$ cat src/rtl/uart_tx_fifo.sv
// uart_tx_fifo -- byte FIFO feeding an 8-bit UART transmitter.
//
// Bytes strobed in on datavalid are queued in a FIFO_DEPTH-entry FIFO and sent
// LSB first as start / 8 data / [parity] / stop frames, each bit held for
// CLKS_PER_BIT clocks. Frames queued behind one another are sent back to back.
//
// Optional feature: define UART_TX_PARITY_EN to add an even-parity bit after
// the data bits (11-bit frame); otherwise frames are 8N1 (10 bits).
//
// Parameters:
//   CLKS_PER_BIT  clk cycles per serial bit (>= 2)
//   FIFO_DEPTH    FIFO entries (power of two, >= 2)
// Ports:
//   clk        system clock, rising edge
//   rst        asynchronous active-high reset
//   data       byte to queue
//   datavalid  single-cycle strobe qualifying data
//   tx         registered serial output, idle high
//   busy       frame in flight or FIFO non-empty
//   full       FIFO holds FIFO_DEPTH bytes
//   overflow   sticky: a byte was dropped because the FIFO was full
module uart_tx_fifo #(
   parameter int CLKS_PER_BIT = 868,
   parameter int FIFO_DEPTH   = 4
) (
   input  logic       clk,
   input  logic       rst,
   input  logic [7:0] data,
   input  logic       datavalid,
   output logic       tx,
   output logic       busy,
   output logic       full,
   output logic       overflow
);

   localparam int AW = $clog2(FIFO_DEPTH);
   localparam int BW = (CLKS_PER_BIT > 2) ? $clog2(CLKS_PER_BIT) : 1;
   localparam logic [AW:0]   DEPTH_C   = (AW + 1)'(FIFO_DEPTH);
   localparam logic [BW-1:0] BAUD_LAST = BW'(CLKS_PER_BIT - 1);

   typedef enum logic [2:0] {
      IDLE,
      START,
      DATA,
`ifdef UART_TX_PARITY_EN
      PARITY,
`endif
      STOP
   } state_t;

   state_t          state;
   logic [7:0]      mem [FIFO_DEPTH];
   logic [AW-1:0]   wr_ptr;
   logic [AW-1:0]   rd_ptr;
   logic [AW:0]     count;
   logic [BW-1:0]   baud;
   logic [2:0]      bit_idx;
   logic [7:0]      shreg;

   logic            nonempty;
   logic            baud_end;
   logic            push;
   logic            pop;
   logic [7:0]      head;

   assign nonempty = (count != '0);
   assign baud_end = (baud == BAUD_LAST);
   assign head     = mem[rd_ptr];
   // full is taken from the pre-edge count, so a same-edge pop never admits a write.
   assign push     = datavalid && !full;
   // The FIFO head is consumed either from IDLE or at the last cycle of STOP,
   // which is what gives gap-free back-to-back frames.
   assign pop      = nonempty && ((state == IDLE) || ((state == STOP) && baud_end));

   assign full     = (count == DEPTH_C);
   assign busy     = (state != IDLE) || nonempty;

   // ---------------- FIFO storage (no reset needed; count defines validity)
   always_ff @(posedge clk) begin
      if (push) begin
         mem[wr_ptr] <= data;
      end
   end

   // ---------------- FIFO pointers, count, overflow flag
   always_ff @(posedge clk or posedge rst) begin
      if (rst) begin
         wr_ptr   <= '0;
         rd_ptr   <= '0;
         count    <= '0;
         overflow <= 1'b0;
      end else begin
         if (push) begin
            wr_ptr <= wr_ptr + 1'b1;
         end
         if (pop) begin
            rd_ptr <= rd_ptr + 1'b1;
         end
         case ({push, pop})
            2'b10:   count <= count + 1'b1;
            2'b01:   count <= count - 1'b1;
            default: count <= count;
         endcase
         if (datavalid && full) begin
            overflow <= 1'b1;
         end
      end
   end

   // ---------------- Transmit FSM with registered tx
   always_ff @(posedge clk or posedge rst) begin
      if (rst) begin
         state   <= IDLE;
         tx      <= 1'b1;
         baud    <= '0;
         bit_idx <= '0;
         shreg   <= '0;
      end else begin
         case (state)
            IDLE: begin
               baud <= '0;
               if (nonempty) begin
                  state <= START;
                  tx    <= 1'b0;
                  shreg <= head;
               end
            end

            START: begin
               if (baud_end) begin
                  baud    <= '0;
                  bit_idx <= '0;
                  tx      <= shreg[0];
                  state   <= DATA;
               end else begin
                  baud <= baud + 1'b1;
               end
            end

            DATA: begin
               if (baud_end) begin
                  baud <= '0;
                  if (bit_idx == 3'd7) begin
`ifdef UART_TX_PARITY_EN
                     tx    <= ^shreg;
                     state <= PARITY;
`else
                     tx    <= 1'b1;
                     state <= STOP;
`endif
                  end else begin
                     bit_idx <= bit_idx + 3'd1;
                     tx      <= shreg[bit_idx + 3'd1];
                  end
               end else begin
                  baud <= baud + 1'b1;
               end
            end

`ifdef UART_TX_PARITY_EN
            PARITY: begin
               if (baud_end) begin
                  baud  <= '0;
                  tx    <= 1'b1;
                  state <= STOP;
               end else begin
                  baud <= baud + 1'b1;
               end
            end
`endif

            STOP: begin
               if (baud_end) begin
                  baud <= '0;
                  if (nonempty) begin
                     tx    <= 1'b0;
                     shreg <= head;
                     state <= START;
                  end else begin
                     state <= IDLE;
                  end
               end else begin
                  baud <= baud + 1'b1;
               end
            end

            default: begin
               state <= IDLE;
               tx    <= 1'b1;
               baud  <= '0;
            end
         endcase
      end
   end

endmodule

$ cat config.mk
export PLATFORM = sky130hd
export DESIGN_NAME = uart_tx_fifo
export DESIGN_NICKNAME = d
export VERILOG_FILES = /design/src/rtl/uart_tx_fifo.sv
export SDC_FILE = /design/constraint.sdc
export NUM_CORES = 1
export LEC_CHECK = 0
export CAP_MARGIN = 15
export CORE_MARGIN = 2
export CORE_UTILIZATION = 35
export DETAILED_ROUTE_END_ITERATION = 12
export SETUP_SLACK_MARGIN = 0.05
export SYNTH_ARGS = -nofsm -noshare
export SYNTH_HDL_FRONTEND = slang
export SYNTH_SLANG_ARGS = --single-unit
$ cat constraint.sdc
create_clock -name clk -period 3.6 [get_ports clk]
set_clock_uncertainty 0.1 [all_clocks]
set_input_delay 0.72 -clock clk [delete_from_list [all_inputs] [get_ports clk]]
set_output_delay 0.72 -clock clk [all_outputs]
set_load 0.005 [all_outputs]
# Yosys cells after proc, flatten, opt, wreduce, memory -nomap -nowiden

Memory sizes are Yosys's and may differ from the RTL's.
Cells that the tools add are included.

Add/sub/neg operators: 6
$mul: 0
Div/mod/pow operators: 0
Order comparisons: 1
Equality and inequality tests: 14
Shift-type cells: 0
Mux-type cells: 27
Bitwise logic cells: 0
Reductions and logical operators: 18

Operators with widths:

| operator                | number |
|---|---|
| $mux W3                 | 8 |
| $mux W10                | 2 |
| $mux W8                 | 2 |
| $pmux W8 S2             | 1 |
| $ne A2 B2 Y1 const B    | 6 |
| $pmux W3 S2             | 2 |
| $pmux W3 S4             | 1 |
| $add A10 B1 Y10 const B | 1 |
| $eq A10 B10 Y1 const B  | 1 |
| $mux W1                 | 9 |
| $add A3 B1 Y3 const B   | 2 |
| $eq A3 B2 Y1 const B    | 2 |
| $eq A3 B3 Y1 const B    | 2 |
| $reduce_bool A2 Y1      | 3 |
| $reduce_bool A3 Y1      | 2 |
| $reduce_and A5 Y1       | 1 |
| $add A2 B1 Y2 const B   | 2 |
| $logic_and A1 B1 Y1     | 4 |
| $lt A3 B4 Y1 const B    | 1 |
| $pmux W1 S4             | 1 |
| $reduce_and A4 Y1       | 1 |
| $bmux W1 S3             | 1 |
| $eq A3 B1 Y1 const B    | 1 |
| $logic_not A3 Y1        | 1 |
| 8 further kinds         | 9 |

Flip-flop bits (word level): 33
Bits in latches: 0
Bits in writable memories: 32
ROM bits: 0
Input port bits: 11
Output and inout port bits: 4
Word-level logic and storage cells: 76
Memories kept: 1

Memories:

| name | depth | width | rd ports | clocked after Yosys merged registers in | wr ports | RTL line | text |
|---|---|---|---|---|---|---|---|
| mem  | 4     | 8     | 1        | 0                                       | 1        | 52       | `logic [7:0] mem [FIFO_DEPTH];` |

# Depth between registers and ports, before layout

Word-level depth: 6
Mapped depth: 9
Depth with buffers taken out: 9

# Least setup slack after synthesis

Ideal clock, no wire load.

Path type: flip-flop to flip-flop
From: register baud[0]
To: register count[2]
Library setup time: 0.125 ns
Arrival: 2.138 ns
Required time: 3.375 ns
Slack: 1.237 ns
Cell stages (with the launch flop): 10
Buffers on the path: 0
Period minus slack after synthesis: 2.363 ns
Cell sequence: dfrtp_1 ha_1 and4bb_4 a41o_1 and2_1 ha_1 fa_1 xnor2_1 nor2_1 xor2_1

Cells in the longest elaborated chain, start to end: 6
Elaborated cells between the ends (all ways): 8
Classes of those cells: eq/ne: 3; mux: 1; reduce/logical: 4

RTL lines:

| element                                                  | RTL line | text |
|---|---|---|
| from (decl)                                              | 56       | `logic [BW-1:0] baud;` |
| from (signal assigned)                                   | 136      | `baud <= baud + 1'b1;` |
| from (signal assigned)                                   | 156      | `baud <= baud + 1'b1;` |
| from (signal assigned)                                   | 183      | `baud <= baud + 1'b1;` |
| $eq A10 B10 Y1 (*)                                       | 67       | `assign baud_end = (baud == BAUD_LAST);` |
| $logic_and A1 B1 Y1 (*)                                  | 73       | `assign pop = nonempty && ((state == IDLE) \|\| ((state == STOP) && baud_end));` |
| $logic_or A1 B1 Y1 (*)                                   | 73       |  |
| $logic_and A1 B1 Y1 (*)                                  | 73       |  |
| named net pop                                            | 63       | `logic pop;` |
| $eq A2 B1 Y1 / $eq A2 B2 Y1 (equally long branches)      | 99       | `case ({push, pop})` |
| $pmux W3 S2 / $reduce_bool A2 Y1 (equally long branches) | --       |  |
| to (signal assigned)                                     | 100      | `2'b10: count <= count + 1'b1;` |
| to (signal assigned)                                     | 101      | `2'b01: count <= count - 1'b1;` |
| to (signal assigned)                                     | 102      | `default: count <= count;` |
| to (decl)                                                | 55       | `logic [AW:0] count;` |

Mark *: on every way through the listed nets, which the timed path passes. The rest lies on a longest branch.
A chain may end at the register's enable or synchronous reset.

# Worst setup path in the final report

From: register count[0]
To: output port busy

Cells in the longest elaborated chain, start to end: 2

RTL lines:

| element            | RTL line | text |
|---|---|---|
| $reduce_bool A3 Y1 | 66       | `assign nonempty = (count != '0);` |
| $logic_or A1 B1 Y1 | 76       | `assign busy = (state != IDLE) \|\| nonempty;` |
| to (decl)          | 31       | `output logic busy,` |

No other way between the ends.

==> impl_results.rst <==
.. list-table::
   :header-rows: 1

   * - Metric
     - Value
   * - Net count after synthesis
     - 217
   * - Syn Area/Cell
     - 15.1 um2
   * - Mean routed wirelength per cell
     - 14.2 um
   * - Count of cell types in the netlist
     - 43
   * - Clock network latency to the later pin of the worst-skew pair
     - 0.34 ns
   * - DP Worst Slack
     - 0.655 ns
   * - Number of setup violations in the final report
     - 0
   * - Placeable core region
     - 8130 um2
   * - Weighted congestion at the end of routability-driven global placement
     - 0.719
   * - Synthesis-to-layout area growth
     - 15.4%
   * - Post-Place Cell Area
     - 3140 um2
   * - Commonest non-fill, non-tap cell in the layout
     - sky130_fd_sc_hd__edfxtp_1
   * - Maximum fanout along the worst path
     - 5
   * - Non-filler instance count after layout
     - 322
   * - Tightest Pin Transition
     - 0.570 ns
   * - Remaining antenna violation count after routing
     - 0
   * - Worst Setup End Kind
     - primary output
   * - Sequential share of power
     - 0.428
   * - Net Sw Frac
     - 0.302
   * - Fillers
     - 743
   * - EDFF count, synth
     - 32
   * - Relative slew margins
     - 0.620
   * - Number of synthesis warnings
     - 0
   * - Rows
     - 33
   * - Unrepaired setup endpoints after global routing
     - no
   * - Number of buffers inserted during clock tree synthesis
     - 9
   * - Layout cells sized above 1
     - 0.198
   * - Layout Cell Area excl Fill
     - 3360 um2
   * - Root Buffer Master
     - sky130_fd_sc_hd__clkbuf_8
   * - TritonCTS clock tree
     - built
   * - Total overflow reported by the global router
     - 0
   * - Combined area of the multi-input logic cells
     - 1060 um2
   * - Dpl cells
     - 306
   * - Net switching power
     - 0.000824 W
   * - Global-route wire length before repair
     - 7.71 mm
   * - Total inserted antenna cells
     - 0
   * - Type of the worst setup path
     - flip-flop to primary output
   * - Static leakage power
     - 1.34 nW
   * - Number of top-level pins
     - 15
   * - Power per unit of standard cell area
     - 813 nW/um2
   * - FMAX
     - 389 MHz
   * - Number of buffers inserted by hold repair at cts
     - 0
   * - Fin nets
     - 236
   * - Number of antenna violations at the first check in global routing
     - 0
   * - Die Area
     - 9060 um2
   * - FF+latch area
     - 1760 um2
   * - Setup ws final
     - 1.03 ns
   * - Clock tree sinks
     - 64
   * - TritonRoute pass-1 iters
     - 4
   * - Arrival time at the worst endpoint
     - 1.75 ns
   * - Top library cells by usage in the layout, fill and taps aside
     - 32 x sky130_fd_sc_hd__edfxtp_1, 31 x sky130_fd_sc_hd__dfrtp_1, 14 x sky130_fd_sc_hd__clkdlybuf4s50_1
   * - Count of unresolved DRC violations after routing
     - 0
   * - Post-route minimum period
     - 2.57 ns
   * - Async S/R FF share, synth
     - 0.500
   * - 1st-iter DRT viols
     - 70
   * - Total power
     - 0.00273 W
   * - Number of H-tree branching levels
     - 3
   * - Initial Utilization
     - 0.358
   * - Primary flip-flop cell chosen by synthesis mapping
     - sky130_fd_sc_hd__edfxtp_1
   * - Placed wire-length estimate
     - 3.20 mm
   * - Die X
     - 95.2 um
   * - Clock network fraction of total power
     - 0.244
   * - Post CTS Setup Buffer Count
     - 0
   * - Routed wire length
     - 4.58 mm
   * - Routed vias/inst
     - 4.81
   * - GRT Overall Usage
     - 0.117
   * - Number of global-route vias before repair
     - 1565
   * - Gate power share
     - 0.327
   * - # Max-Cap Violations
     - 0
   * - Cell Area, Synth
     - 2910 um2
   * - CP required
     - 2.78 ns
   * - Run status
     - completed
   * - Maximum root-to-sink buffer count
     - 2
   * - Critical Path Source Type
     - flip-flop
   * - Internal portion of total power
     - 0.00191 W
   * - Number of vias in the routed layout
     - 1549
   * - Type of the most critical hold path
     - flip-flop to flip-flop
   * - Maximum number of pins on one net before global-route repair
     - 33
   * - Final Hold Violating Endpoints
     - 0
   * - Pins over their slew limit
     - 0
   * - Total of flip-flops plus latches after synthesis
     - 64
   * - Vertical die dimension
     - 95.2 um
   * - Max rail drop VDD
     - 0.000475 V
   * - Summed negative setup slack over all endpoints
     - 0 ns
   * - Total of buffers placed on input and output ports
     - 14
   * - Clock slew seen by the registers of the worst setup and hold paths
     - 0.07 ns
   * - Cells after Synth
     - 193
   * - Final period utilization
     - 0.713
   * - Sequential fraction of the synthesis area
     - 0.606
   * - # resized after CTS
     - 0
## path summary, 6_finish.rpt
| path | start | endpoint | slack, ns | cells past startpoint |
|---|---|---|---|---|
| max in group asynchronous | rst | tx$_DFFE_PP1P_ | 2.38 | 3 |
| min | overflow$_DFFE_PP0P_ | overflow$_DFFE_PP0P_ | 0.37 | 1 |
| max | count[0]$_DFFE_PP0P_ | busy | 1.03 | 3 |
| min in group asynchronous | rst | overflow$_DFFE_PP0P_ | 0.68 | 3 |
| min reg2reg | overflow$_DFFE_PP0P_ | overflow$_DFFE_PP0P_ | 0.37 | 1 |
| max reg2reg | baud[0]$_DFF_PP0_ | count[2]$_DFFE_PP0P_ | 1.10 | 9 |
## state kept, by name, indices dropped and copies added (netlist names)
register	cells
baud	10
bit_idx	3
count	3
mem	32
overflow	1
rd_ptr	2
shreg	8
state	2
tx	1
wr_ptr	2
## power by group through the flow
stage	sequential, W	combinational [W]	clock [W]
after floorplan	0.00110	0.000809	0
after global placement	0.00118	0.000887	0
after detailed placement	0.00119	0.000906	0
after CTS	0.00118	0.000910	0.000691
after global routing	0.00121	0.000993	0.000719
final	0.00117	0.000894	0.000667
## logic make-up (layout without fill, tap and decap cells)
logic type / Yosys count / after routing / synth area share
buf+inv: 17 / 41 / 0.0297
flops: 64 / 64 / 0.606
simple gates: 47 / 47 / 0.0924
fa+ha+maj: 13 / 13 / 0.0585
compound gates: 18 / 18 / 0.0443
mux: 21 / 21 / 0.130
xor+xnor: 13 / 13 / 0.0391
## Yosys cell counts, types with 3 or more instances
| master | n | area share |
|---|---|---|
| sky130_fd_sc_hd__a22o_1 | 3 | 0.0090 |
| sky130_fd_sc_hd__and2_1 | 5 | 0.011 |
| sky130_fd_sc_hd__and3_1 | 4 | 0.0086 |
| sky130_fd_sc_hd__clkbuf_1 | 3 | 0.0039 |
| sky130_fd_sc_hd__dfrtp_1 | 31 | 0.27 |
| sky130_fd_sc_hd__edfxtp_1 | 32 | 0.33 |
| sky130_fd_sc_hd__ha_1 | 12 | 0.052 |
| sky130_fd_sc_hd__inv_1 | 10 | 0.013 |
| sky130_fd_sc_hd__mux2_4 | 8 | 0.041 |
| sky130_fd_sc_hd__mux4_2 | 10 | 0.077 |
| sky130_fd_sc_hd__nand2_1 | 8 | 0.010 |
| sky130_fd_sc_hd__nand3_1 | 4 | 0.0069 |
| sky130_fd_sc_hd__nor2_1 | 12 | 0.015 |
| sky130_fd_sc_hd__o21ai_0 | 3 | 0.0052 |
| sky130_fd_sc_hd__xnor2_1 | 5 | 0.015 |
| sky130_fd_sc_hd__xor2_1 | 8 | 0.024 |
## through the flow
stage | hold WS (ns) | util
finish | 0.368 | 0.413
global route | 0.399 | 0.413
CTS | 0.374 | 0.413
detailed placement | 0.357 | 0.386
global placement | 0.345 | 0.386
floorplan | 0.348 | -
## worst max-delay path: stages, from the launching register on
cell and delay (ns):
sky130_fd_sc_hd__dfrtp_1 0.45, sky130_fd_sc_hd__nor3_1 0.37, sky130_fd_sc_hd__nand2_1 0.14, sky130_fd_sc_hd__clkdlybuf4s50_1 0.46
## area by class of cell
| cell class | instances | share of cell area |
|---|---|---|
| Clock buffer | 9 | 0.0369 |
| Multi-Input combinational cell | 112 | 0.316 |
| Timing Repair Buffer | 15 | 0.0440 |
| Tap cell | 105 | 0.0391 |
| Sequential cell | 64 | 0.525 |
| Inverter | 10 | 0.0112 |
| Clock inverter | 7 | 0.0279 |
## metal layers
metal	vias up	share of wire	GRT usage	wire length, um
li1	750	-	-	-
met1	772	0.45	0.142	2040
met2	20	0.50	0.187	2300
met3	7	0.034	0.0451	157
met4	0	0.017	0.0471	78
met5	-	0	0	0
Power figures use the tool's default switching activity.
